`config.mk`:
```
export PLATFORM = sky130hd
export DESIGN_NAME = game_sequencer
export DESIGN_NICKNAME = d
export VERILOG_FILES = /design/src/rtl/game_sequencer.sv
export SDC_FILE = /design/constraint.sdc
export NUM_CORES = 1
export LEC_CHECK = 0
export ABC_AREA = 1
export CAP_MARGIN = 0
export CORE_ASPECT_RATIO = 1.25
export CORE_UTILIZATION = 62
export DETAILED_ROUTE_END_ITERATION = 6
export GPL_TIMING_DRIVEN = 0
export PLACE_DENSITY = 0.84
export SLEW_MARGIN = 15
export SYNTH_ARGS = -nofsm -noshare
export SYNTH_HDL_FRONTEND = slang
export SYNTH_SLANG_ARGS = --single-unit
```
`constraint.sdc`:
```
create_clock -name CLK -period 7.2 [get_ports CLK]
set_input_delay 1.44 -clock CLK [delete_from_list [all_inputs] [get_ports CLK]]
set_output_delay 1.44 -clock CLK [all_outputs]
set_load 0.005 [all_outputs]
```
`src/rtl/game_sequencer.sv`:
```
// game_sequencer: start-key synchronizer/edge detect, game FSM, MOVE_EN pacing, score and level tracking.
// Latency: key to START in 3 edges; SQUARE_READY, BLOCK_SHIFT and COLLISION act on the next edge; all outputs registered.
// Backpressure: none; the obstacle controller advances only on MOVE_EN and cannot stall this block.
module game_sequencer #(
  parameter int BASE_PERIOD = 8,
  parameter int PERIOD_STEP = 1,
  parameter int MIN_PERIOD  = 2,
  parameter int LEVEL_STEP  = 10,
  parameter int MAX_LEVEL   = 5,
  parameter int SCORE_MAX   = 999
) (
  input  logic       CLK,
  input  logic       RESET,
  input  logic       KEY_START,
  input  logic       SQUARE_READY,
  input  logic       BLOCK_SHIFT,
  input  logic       COLLISION,
  output logic       START,
  output logic       MOVE_EN,
  output logic       OVER,
  output logic [9:0] SCORE,
  output logic [2:0] LEVEL,
  output logic [1:0] STATE
);

  typedef enum logic [1:0] {
    IDLE      = 2'b00,
    ARMED     = 2'b01,
    RUN       = 2'b11,
    GAME_OVER = 2'b10
  } state_t;

  state_t      state;
  logic        key_sync1;
  logic        key_sync2;
  logic        key_prev;
  logic [1:0]  sync_fill;
  logic        key_rise;
  logic [7:0]  tick_cnt;
  logic [7:0]  period;
  logic [10:0] reduction;
  logic [9:0]  score_inc;
  logic        score_lvl_up;

  // Synchronize the raw key and remember its previous value. key_prev starts high and only
  // follows the synchronizer once it holds real samples, so a key held through reset release
  // never looks like a fresh press.
  always_ff @(posedge CLK or posedge RESET) begin
    if (RESET) begin
      key_sync1 <= 1'b0;
      key_sync2 <= 1'b0;
      key_prev  <= 1'b1;
      sync_fill <= 2'b00;
    end else begin
      key_sync1 <= KEY_START;
      key_sync2 <= key_sync1;
      sync_fill <= {sync_fill[0], 1'b1};
      if (sync_fill[1]) begin
        key_prev <= key_sync2;
      end
    end
  end

  assign key_rise = key_sync2 & ~key_prev;

  // Level-dependent MOVE_EN period, floored at MIN_PERIOD without going through a negative value.
  always_comb begin
    reduction = 11'(LEVEL) * 11'(PERIOD_STEP);
    if (reduction + 11'(MIN_PERIOD) >= 11'(BASE_PERIOD)) begin
      period = 8'(MIN_PERIOD);
    end else begin
      period = 8'(11'(BASE_PERIOD) - reduction);
    end
  end

  // Saturating next score and whether that new score earns a level-up.
  always_comb begin
    score_inc    = SCORE;
    score_lvl_up = 1'b0;
    if (SCORE < 10'(SCORE_MAX)) begin
      score_inc    = SCORE + 10'd1;
      score_lvl_up = ((score_inc % 10'(LEVEL_STEP)) == 10'd0);
    end
  end

  // Game FSM with registered START/MOVE_EN pulses, OVER flag, score, level and tick counter.
  always_ff @(posedge CLK or posedge RESET) begin
    if (RESET) begin
      state    <= IDLE;
      START    <= 1'b0;
      MOVE_EN  <= 1'b0;
      OVER     <= 1'b0;
      SCORE    <= 10'd0;
      LEVEL    <= 3'd0;
      tick_cnt <= 8'd0;
    end else begin
      START   <= 1'b0;
      MOVE_EN <= 1'b0;
      case (state)
        IDLE: begin
          if (key_rise) begin
            state    <= ARMED;
            START    <= 1'b1;
            SCORE    <= 10'd0;
            LEVEL    <= 3'd0;
            tick_cnt <= 8'd0;
            OVER     <= 1'b0;
          end
        end
        ARMED: begin
          tick_cnt <= 8'd0;
          if (SQUARE_READY) begin
            state <= RUN;
          end
        end
        RUN: begin
          if (COLLISION) begin
            // Collision beats both a score event and a tick expiry in the same cycle.
            state <= GAME_OVER;
            OVER  <= 1'b1;
          end else begin
            // >= rather than == so a period that shrinks mid-count still fires at once.
            if (tick_cnt >= period - 8'd1) begin
              MOVE_EN  <= 1'b1;
              tick_cnt <= 8'd0;
            end else begin
              tick_cnt <= tick_cnt + 8'd1;
            end
            if (BLOCK_SHIFT) begin
              SCORE <= score_inc;
              if (score_lvl_up && (LEVEL < 3'(MAX_LEVEL))) begin
                LEVEL <= LEVEL + 3'd1;
              end
            end
          end
        end
        GAME_OVER: begin
          if (key_rise) begin
            state <= IDLE;
            OVER  <= 1'b0;
          end
        end
        default: state <= IDLE;
      endcase
    end
  end

  assign STATE = state;

endmodule

```
==> metrics.md, run 1 <==
| Metric | Value |
|---|---|
| Row count | 24 |
| H-Tree Depth | 2 |
| Mean Syn Cell Area | 7.54 µm² |
| DR pass1 iterations | 4 |
| Timing-limited maximum frequency | 0.281 GHz |
| Worst setup EP type | register |
| Number of gates resized after cts | 0 |
| Final setup fails | 0 |
| RSZ-0062 raised after global routing | false |
| Top Ports | 24 |
| Commonest non-fill, non-tap cell in the layout | nand2_1 |
| Least-Margin Pin Slew | 0.696 ns |
| Largest net degree at the start of global routing | 32 |
| Final cycle utilization of the critical path | 49.5% |
| Gr ovfl total | 0 |
| Clock Path Buffers | 2 |
| Required @ worst endpoint | 7.41 ns |
| Flop2flop setup slack | 3.64 ns |
| Hold WC Path Type | reg2reg |
| First-pass GRT wire length | 8290 µm |
| Die area | 0.00404 mm² |
| Number of global-route vias before repair | 2031 |
| Netlist cell types | 33 |
| Drt first-iter violations | 121 |
| Final non-filler cell area | 0.00274 mm² |
| Reg clk slew, reported paths | 0.06 ns |
| Final core occ | 77.4% |
| Syn Std Cell Area | 0.00235 mm² |
| Vias per cell | 5.56 |
| Worst Skew | 0.00448 ns |
| Status | finished, final reports clean |
| TritonCTS Buffers | 5 |
| Post-route ant nets | 0 |
| Post-DP HPWL | 3720 µm |
| N_diodes | 0 |
| Fraction of layout cells with a size suffix above 1 | 15.2% |
| Post-synth net total | 332 |
| Starting density of the core | 66.2% |
| Max rail drop VDD | 0.286 mV |
| Remaining DRCs | 0 |
| Max-slew violations | 0 |
| CTS tree | yes |
| Slowest stage delay, CP | 0.50 ns |
| Worst-Skew Late Latency | 0.28 ns |
| Postcts setup bufs | 0 |
| Worst Setup Start Kind | register |
| Setup TNS | 0 ns |
| CTS Hold Bufs | 0 |
| Chip width | 57.0 µm |
| WL/cell | 12.5 µm |
| Minimum clock period | 3.56 ns |
| Setup WS post-layout | 3.64 ns |
| GRT Util Overall | 26.4% |
| Nets@finish | 362 |
| Die Y | 70.8 µm |
| Gpl congestion | 0.840 |
| Core Box Area | 0.00354 mm² |
| Maxcap violations | 0 |
| # clock sinks | 31 |
| Fill count | 282 |
| Routed WL | 4780 µm |
| Initial antenna violation count | 0 |
| Critical path's slowest cell | dfrtp_1 |
| Lkg Pwr | 1.37 nW |
| Total number of vias | 2120 |
| Top cell by count, worst path | nand2_1 |
| Clk root buf | clkbuf_8 |
| Final hold vios | 0 |
| Total power | 0.799 mW |
| Post-DP Area | 0.00263 mm² |
| Syn. warnings | 0 |
| Crit Path Max Fanout | 7 |
| WP data arrival | 3.78 ns |
| Post-Syn Instances | 311 |
| Relative slew slack | 53.6% |
| Sequential element share of the synthesized area | 33.1% |
| Yosys reg bits | 31 |
| Synth-to-Final Area Change | 16.9% |
| Post-place setup slack | 3.69 ns |
| I/O Buffers | 23 |
| PwrDens | 291 mW/mm² |
| Most frequent cells in the layout | nand2_1, inv_1, nand3_1 |
| WS Path Type | reg2reg |
## cell type report
type                    instances  area (µm²)  share of cell area [%]
well taps                      39        48.8                    1.78
clock buffers                   6        82.6                    3.01
flip-flops and latches         31         777                    28.3
plain buffers                   2        7.51                   0.274
repair buffers                 23         230                    8.39
clock inverters                 2        35.0                    1.28
inverters                      51         191                    6.98
multi-input cells             227        1370                    50.0
## flip-flops by register name, indices dropped and copies added (netlist names)
signal and count:
MOVE_EN 1, OVER 1, STATE 2, START 1, key_prev 1, tick_cnt 8
SCORE 10, sync_fill 2, key_sync2 1, LEVEL 3, key_sync1 1
## cells by family (layout without fill, tap and decap cells)
logic type	Yosys count	count (layout)	synth area share (%)
other	1	1	0.160
XOR/XNOR	14	14	5.23
adder cells (fa/ha/maj)	15	15	8.00
buffers and inverters	53	84	8.48
flip-flops	31	31	33.1
AND/OR/NAND/NOR	159	159	34.6
AO/OA/AOI/OAI	37	37	9.97
multiplexers	1	1	0.427
## power by group
part | total [mW] | switching, mW | internal [mW] | leakage (nW)
logic | 0.388 | 0.231 | 0.157 | 0.899
registers | 0.236 | 0.0326 | 0.204 | 0.407
clock network | 0.174 | 0.0625 | 0.112 | 0.0612
total | 0.799 | 0.326 | 0.472 | 1.37
## worst paths after layout
kind                              startpoint      endpoint  cells past startpoint
max in group asynchronous              RESET      SCORE[3]                      2
worst max register to register      SCORE[0]      LEVEL[0]                     29
worst min-delay path            sync_fill[0]  sync_fill[1]                      0
min in group asynchronous              RESET          OVER                      2
worst min register to register  sync_fill[0]  sync_fill[1]                      0
worst max-delay path                SCORE[0]      LEVEL[0]                     29
## critical path: cells and delay by family, from the launching register on
family	cells	cell delay [ns]
adders and majority gates	1	0.22
AOI/OAI and AO/OA	2	0.45
DFF	1	0.50
and+or+nand+nor	26	2.30
## metal layers
metal / wire length (µm) / vias to the layer above / track usage, %
li1: - / 1081 / -
met1: 1920 / 1004 / 28.7
met2: 2690 / 26 / 50.1
met3: 84 / 9 / 4.57
met4: 87 / 0 / 10.3
met5: 0 / - / 0
## through the flow
stage                     std cells  hold WS [ns]
after CTS                       381         0.359
after global routing            381         0.362
after detailed placement        373         0.345
final                           381         0.356
after global placement          373         0.333
after floorplan                 311         0.331
## cells in the mapped netlist
master	count	area [µm²]
xnor2_1	3	26.3
a2111oi_0	1	8.76
a21o_1	1	7.51
conb_1	1	3.75
inv_2	4	15.0
a21oi_1	6	30.0
nor2_2	6	37.5
nand3_2	6	60.1
a21boi_2	1	11.3
nor4_1	1	6.26
xor2_1	11	96.3
nor3_1	5	25.0
o21a_1	1	7.51
nand2_4	6	67.6
o22ai_1	15	93.8
dfrtp_1	30	751
nor2_1	16	60.1
mux2i_1	1	10.0
o211ai_1	2	15.0
nand3b_1	1	7.51
o21bai_1	1	7.51
dfstp_2	1	26.3
nand3_1	31	155
ha_1	15	188
inv_1	47	176
nand2_1	61	229
o311ai_0	1	8.76
o21ai_2	1	8.76
and2_2	1	7.51
nand2_2	17	106
clkbuf_1	2	7.51
o21ai_0	7	35.0
nand4_1	8	50.1
(Power assumes the default switching activity.)
==> inputs of run 2 (changes only) <==
Settings changed: CORE_UTILIZATION 62 to 57, PLACE_DENSITY 0.84 to 0.78.
Clock period 7.2 ns to 3.55 ns, I/O delays scaled along.
==> run 2 against run 1 <==
Against the previous run: flip-flop and latch count unchanged; die area is 8.5% higher; clock skew is 0.0011 ns lower; sequential power rose by 100%; critical path depth up 3; routed wire length up 3.2%; utilization is 2.0 points lower; clock power increased by 47%; critical path type unchanged; largest cell class unchanged; largest power group unchanged; highest routed layer unchanged.
==> metrics.md, run 2 (synthesis results as in run 1) <==
| Metric | Value |
|---|---|
| Initial antenna violation count | 0 |
| Fraction of layout cells with a size suffix above 1 | 24.1% |
| Hold Path Depth | 0 |
| Max rail drop VDD | 0.410 mV |
| Required @ worst endpoint | 3.77 ns |
| First-pass GRT wire length | 8180 µm |
| WL/cell | 12.2 µm |
| Worst Skew | 0.00342 ns |
| Vias per cell | 5.30 |
| FF/Latch Area | 778 µm² |
| Max-slew violations | 0 |
| Nets@finish | 369 |
| CTS tree | yes |
| Max FFs per register | 10 |
| Minimum clock period | 3.42 ns |
| H-Tree Depth | 2 |
| Chip width | 59.4 µm |
| Routed WL | 4930 µm |
| Worst R2R Path Depth | 32 |
| Met1 usage | 27.4% |
| Met3 Use GR | 3.17% |
| Starting density of the core | 61.0% |
| Worst-Skew Late Latency | 0.28 ns |
| Grt met2 use | 46.6% |
| I/O Buffers | 23 |
| Reg with most FFs | SCORE |
| WHS Endpoint | key_sync2 |
| Status | finished, final reports clean |
| Biggest regs | SCORE (10), tick_cnt (8), LEVEL (3) |
| Maxcap violations | 0 |
| Busiest layer in global routing | met2 |
| Total number of vias | 2137 |
| Fill count | 312 |
| Final non-filler cell area | 0.00290 mm² |
| Drt first-iter violations | 82 |
| Post-DP HPWL | 3710 µm |
| Slowest stage delay, CP | 0.37 ns |
| Layout Cells excl Fill | 403 |
| Total power | 1.56 mW |
| Area of the multi-input gates | 0.00149 mm² |
| Timing-limited maximum frequency | 0.293 GHz |
| WP data arrival | 3.64 ns |
| Most frequent cells in the layout | nand2_1, inv_1, dfrtp_1 |
| Placed insts | 388 |
| Top cell by count, worst path | nand2_2 |
| Clock Path Buffers | 2 |
| Reg clk slew, reported paths | 0.06 ns |
| Largest net degree at the start of global routing | 32 |
| Final core occ | 75.4% |
| Worst reg2reg startpoint | SCORE[1] |
| Die Y | 73.7 µm |
| Clk root buf | clkbuf_8 |
| Synth-to-Final Area Change | 23.6% |
| Hold WC Path Type | reg2reg |
| Commonest non-fill, non-tap cell in the layout | nand2_1 |
| Gpl congestion | 0.832 |
| Row count | 25 |
| Final cycle utilization of the critical path | 96.3% |
| TritonCTS Buffers | 5 |
| Lkg Pwr | 1.43 nW |
| Flop2flop setup slack | 0.13 ns |
| Top Ports | 24 |
| CTS Hold Bufs | 0 |
| Post-DP Area | 0.00264 mm² |
| Gr ovfl total | 0 |
| Least-Margin Pin Slew | 0.669 ns |
| Die area | 0.00438 mm² |
| RSZ-0062 raised after global routing | true |
| Relative slew slack | 54.2% |
| Worst Setup Start Kind | register |
| Remaining DRCs | 0 |
| # clock sinks | 31 |
| Setup WS post-layout | 0.132 ns |
| Post-route ant nets | 0 |
| Crit Path Max Fanout | 6 |
| Final hold vios | 0 |
| Critical path's slowest cell | dfrtp_1 |
| Core Box Area | 0.00385 mm² |
| Number of global-route vias before repair | 2042 |
| PwrDens | 539 mW/mm² |
| R2R Path End | LEVEL[0] |
| Post-place setup slack | 0.0564 ns |
| WS Path Type | reg2reg |
| Worst setup EP type | register |
| N_diodes | 0 |
| DR pass1 iterations | 4 |
| GRT Util Overall | 24.5% |
| Final setup fails | 0 |
| Hold_sp | key_sync1 |
[run 2: how the worst max path moves through the flow]
stage | from | cells after the start | endpoint | slack [ns]
3_5_place_dp | SCORE[0] | 32 | LEVEL[1] | 0.06
6_report | SCORE[1] | 32 | LEVEL[0] | 0.13
5_1_grt | SCORE[1] | 32 | LEVEL[2] | -0.15
2_1_floorplan | SCORE[0] | 29 | LEVEL[0] | 0.45
4_1_cts | SCORE[0] | 32 | LEVEL[1] | 0.02
3_3_place_gp | SCORE[0] | 29 | LEVEL[0] | 0.14
[run 2: what timing repair did]
action,CTS,global route
endpoints found under the setup margin,0,3
gates resized for setup,0,35
buffers inserted,0,7
[run 2: stage by stage]
step,setup TNS [ns],hold slack [ns]
4_1_cts,0,0.358
2_1_floorplan,0,0.331
3_5_place_dp,0,0.344
6_report,0,0.354
3_3_place_gp,0,0.336
5_1_grt,-0.449,0.362
[run 2: routing by layer]
| layer | up-vias | share of wire [%] |
|---|---|---|
| met5 | - | 0 |
| met4 | 0 | 1.3 |
| met3 | 5 | 2.1 |
| met2 | 32 | 56 |
| met1 | 1000 | 40 |
| li1 | 1100 | - |
[run 2: final cells by class]
class,count,share of cell area (%)
buffer,2,0.259
clock buffer,5,2.37
clock inverter,3,0.518
inverter,51,6.60
multi-input combinational,227,51.3
sequential,31,26.8
tap,54,2.33
timing repair buffer,30,9.75
[run 2: power by group]
part	internal [mW]	switching, mW	total, mW
combinational	0.344	0.489	0.832
sequential	0.415	0.0626	0.477
clock	0.134	0.121	0.255
[run 2: worst max-delay path: cells and delay by family (launching register included)]
family,cells,cell delay (ns)
compound gates,1,0.20
fa+ha+maj,1,0.20
flops,1,0.37
simple gates,30,2.58
==> inputs of run 3 (changes only) <==
Settings changed: SLEW_MARGIN 15 to default.
==> run 3 against run 2 <==
Against the previous run: final area stayed put; clock power about the same; sequential power barely moved; utilization unchanged; routed wire length about the same; die area unchanged; largest power group unchanged.
==> metrics.md, run 3 (synthesis results as in run 1) <==
| Metric | Value |
|---|---|
| Required @ worst endpoint | 3.77 ns |
| Most frequent cells in the layout | nand2_1, inv_1, dfrtp_1 |
| Final hold vios | 0 |
| Relative slew slack | 24.1% |
| Worst-Skew Late Latency | 0.28 ns |
| Max rail drop VDD | 0.411 mV |
| Combinational share of power | 53.2% |
| Nets@finish | 369 |
| Maxcap violations | 0 |
| Switching part of the total | 43.0% |
| Die area | 0.00438 mm² |
| Routed WL | 4940 µm |
| Setup WS post-layout | 0.131 ns |
| Biggest regs | SCORE (10), tick_cnt (8), LEVEL (3) |
| Number of global-route vias before repair | 2042 |
| Row count | 25 |
| WP data arrival | 3.64 ns |
| Int Power | 0.892 mW |
| WL/cell | 12.3 µm |
| PwrDens | 539 mW/mm² |
| Initial antenna violation count | 0 |
| First-pass GRT wire length | 8180 µm |
| Setup TNS | 0 ns |
| Minimum clock period | 3.42 ns |
| Drt first-iter violations | 82 |
| Critical path's top delay family | simple AND/OR/NAND/NOR gates |
| Final cycle utilization of the critical path | 96.3% |
| Die Y | 73.7 µm |
| Post-route ant nets | 0 |
| Slowest stage delay, CP | 0.37 ns |
| WHS | 0.354 ns |
| H-Tree Depth | 2 |
| Remaining DRCs | 0 |
| Clock Path Buffers | 2 |
| Top Ports | 24 |
| Switching power | 0.672 mW |
| Final setup fails | 0 |
| Clock power frac | 16.3% |
| FF/Latch Area | 778 µm² |
| Total number of vias | 2140 |
| Max FFs per register | 10 |
| Worst Setup Start Kind | register |
| Chip width | 59.4 µm |
| Gpl congestion | 0.832 |
| Area of the multi-input gates | 0.00149 mm² |
| Sequential Power Share | 30.5% |
| Final core occ | 75.4% |
| Gr ovfl total | 0 |
| Post-DP HPWL | 3710 µm |
| RSZ-0062 raised after global routing | true |
| Vias per cell | 5.31 |
| Least-Margin Pin Slew | 1.14 ns |
| Status | finished, final reports clean |
| CTS Hold Bufs | 0 |
| # clock sinks | 31 |
| Total power | 1.56 mW |
| Lkg Pwr | 1.43 nW |
| Commonest non-fill, non-tap cell in the layout | nand2_1 |
| Crit Path Max Fanout | 6 |
| Timing-limited maximum frequency | 0.293 GHz |
| N_diodes | 0 |
| Fraction of layout cells with a size suffix above 1 | 23.8% |
| CTS tree | yes |
| Placed insts | 388 |
| Worst setup EP type | register |
| Reg with most FFs | SCORE |
| Post-DP Area | 0.00264 mm² |
| TritonCTS Buffers | 5 |
| Starting density of the core | 61.0% |
| Largest net degree at the start of global routing | 32 |
| Max-slew violations | 0 |
| Post-place setup slack | 0.0564 ns |
| Reg clk slew, reported paths | 0.06 ns |
| Core Box Area | 0.00385 mm² |
| Layout Cells excl Fill | 403 |
| Hold WC Path Type | reg2reg |
| CP bufs+invs | 0 |
| Final non-filler cell area | 0.00290 mm² |
| DR pass1 iterations | 4 |
| Critical path's slowest cell | dfrtp_1 |
| I/O Buffers | 23 |
| WS Path Type | reg2reg |
| Fill count | 312 |
| GRT Util Overall | 24.5% |
| Worst Skew | 0.00341 ns |
| Synth-to-Final Area Change | 23.6% |
| Top cell by count, worst path | nand2_2 |
| Clk root buf | clkbuf_8 |
[run 3: cell counts in the layout (fill, tap and decap cells not counted)]
Identical to the previous run, type by type.
[run 3: power by group through the flow]
stage | Clock [mW] | Combinational (mW) | Sequential, mW
after global routing | 0.278 | 0.958 | 0.484
after detailed placement | 0 | 0.762 | 0.488
after global placement | 0 | 0.746 | 0.485
final | 0.255 | 0.832 | 0.476
after floorplan | 0 | 0.538 | 0.478
after CTS | 0.266 | 0.772 | 0.481
[run 3: layer usage]
layer / GRT usage (%) / share of wire, % / vias to the layer above
li1: - / - / 1099
met1: 27.4 / 40 / 1000
met2: 46.6 / 56 / 36
met3: 3.17 / 2.3 / 5
met4: 7.94 / 1.3 / 0
met5: 0 / 0 / -
[run 3: area by class of cell]
class,instances,share of cell area [%]
buffer,2,0.259
clock buffer,5,2.37
clock inverter,3,0.518
inverter,51,6.60
multi-input combinational,227,51.3
sequential,31,26.8
tap,54,2.33
timing repair buffer,30,9.75
[run 3: worst register-to-register path: cells and delay by family (launching register included)]
family | cells | cell delay (ns)
and+or+nand+nor | 30 | 2.58
adders and majority gates | 1 | 0.20
AOI/OAI and AO/OA | 1 | 0.20
DFF | 1 | 0.37
[run 3: worst paths after layout]
kind,start,end,slack [ns],cells past startpoint
worst min register to register,key_sync1,key_sync2,0.35,0
worst min-delay path,key_sync1,key_sync2,0.35,0
max in group asynchronous,RESET,SCORE[0],1.77,2
min in group asynchronous,RESET,key_sync2,1.03,2
worst max register to register,SCORE[1],LEVEL[0],0.13,32
worst max-delay path,SCORE[1],LEVEL[0],0.13,32
[run 3: what timing repair did]
action,in CTS,in global routing
endpoints found under the setup margin,0,3
resized for setup,0,35
setup buffers,0,7
endpoints found under the hold margin,0,0
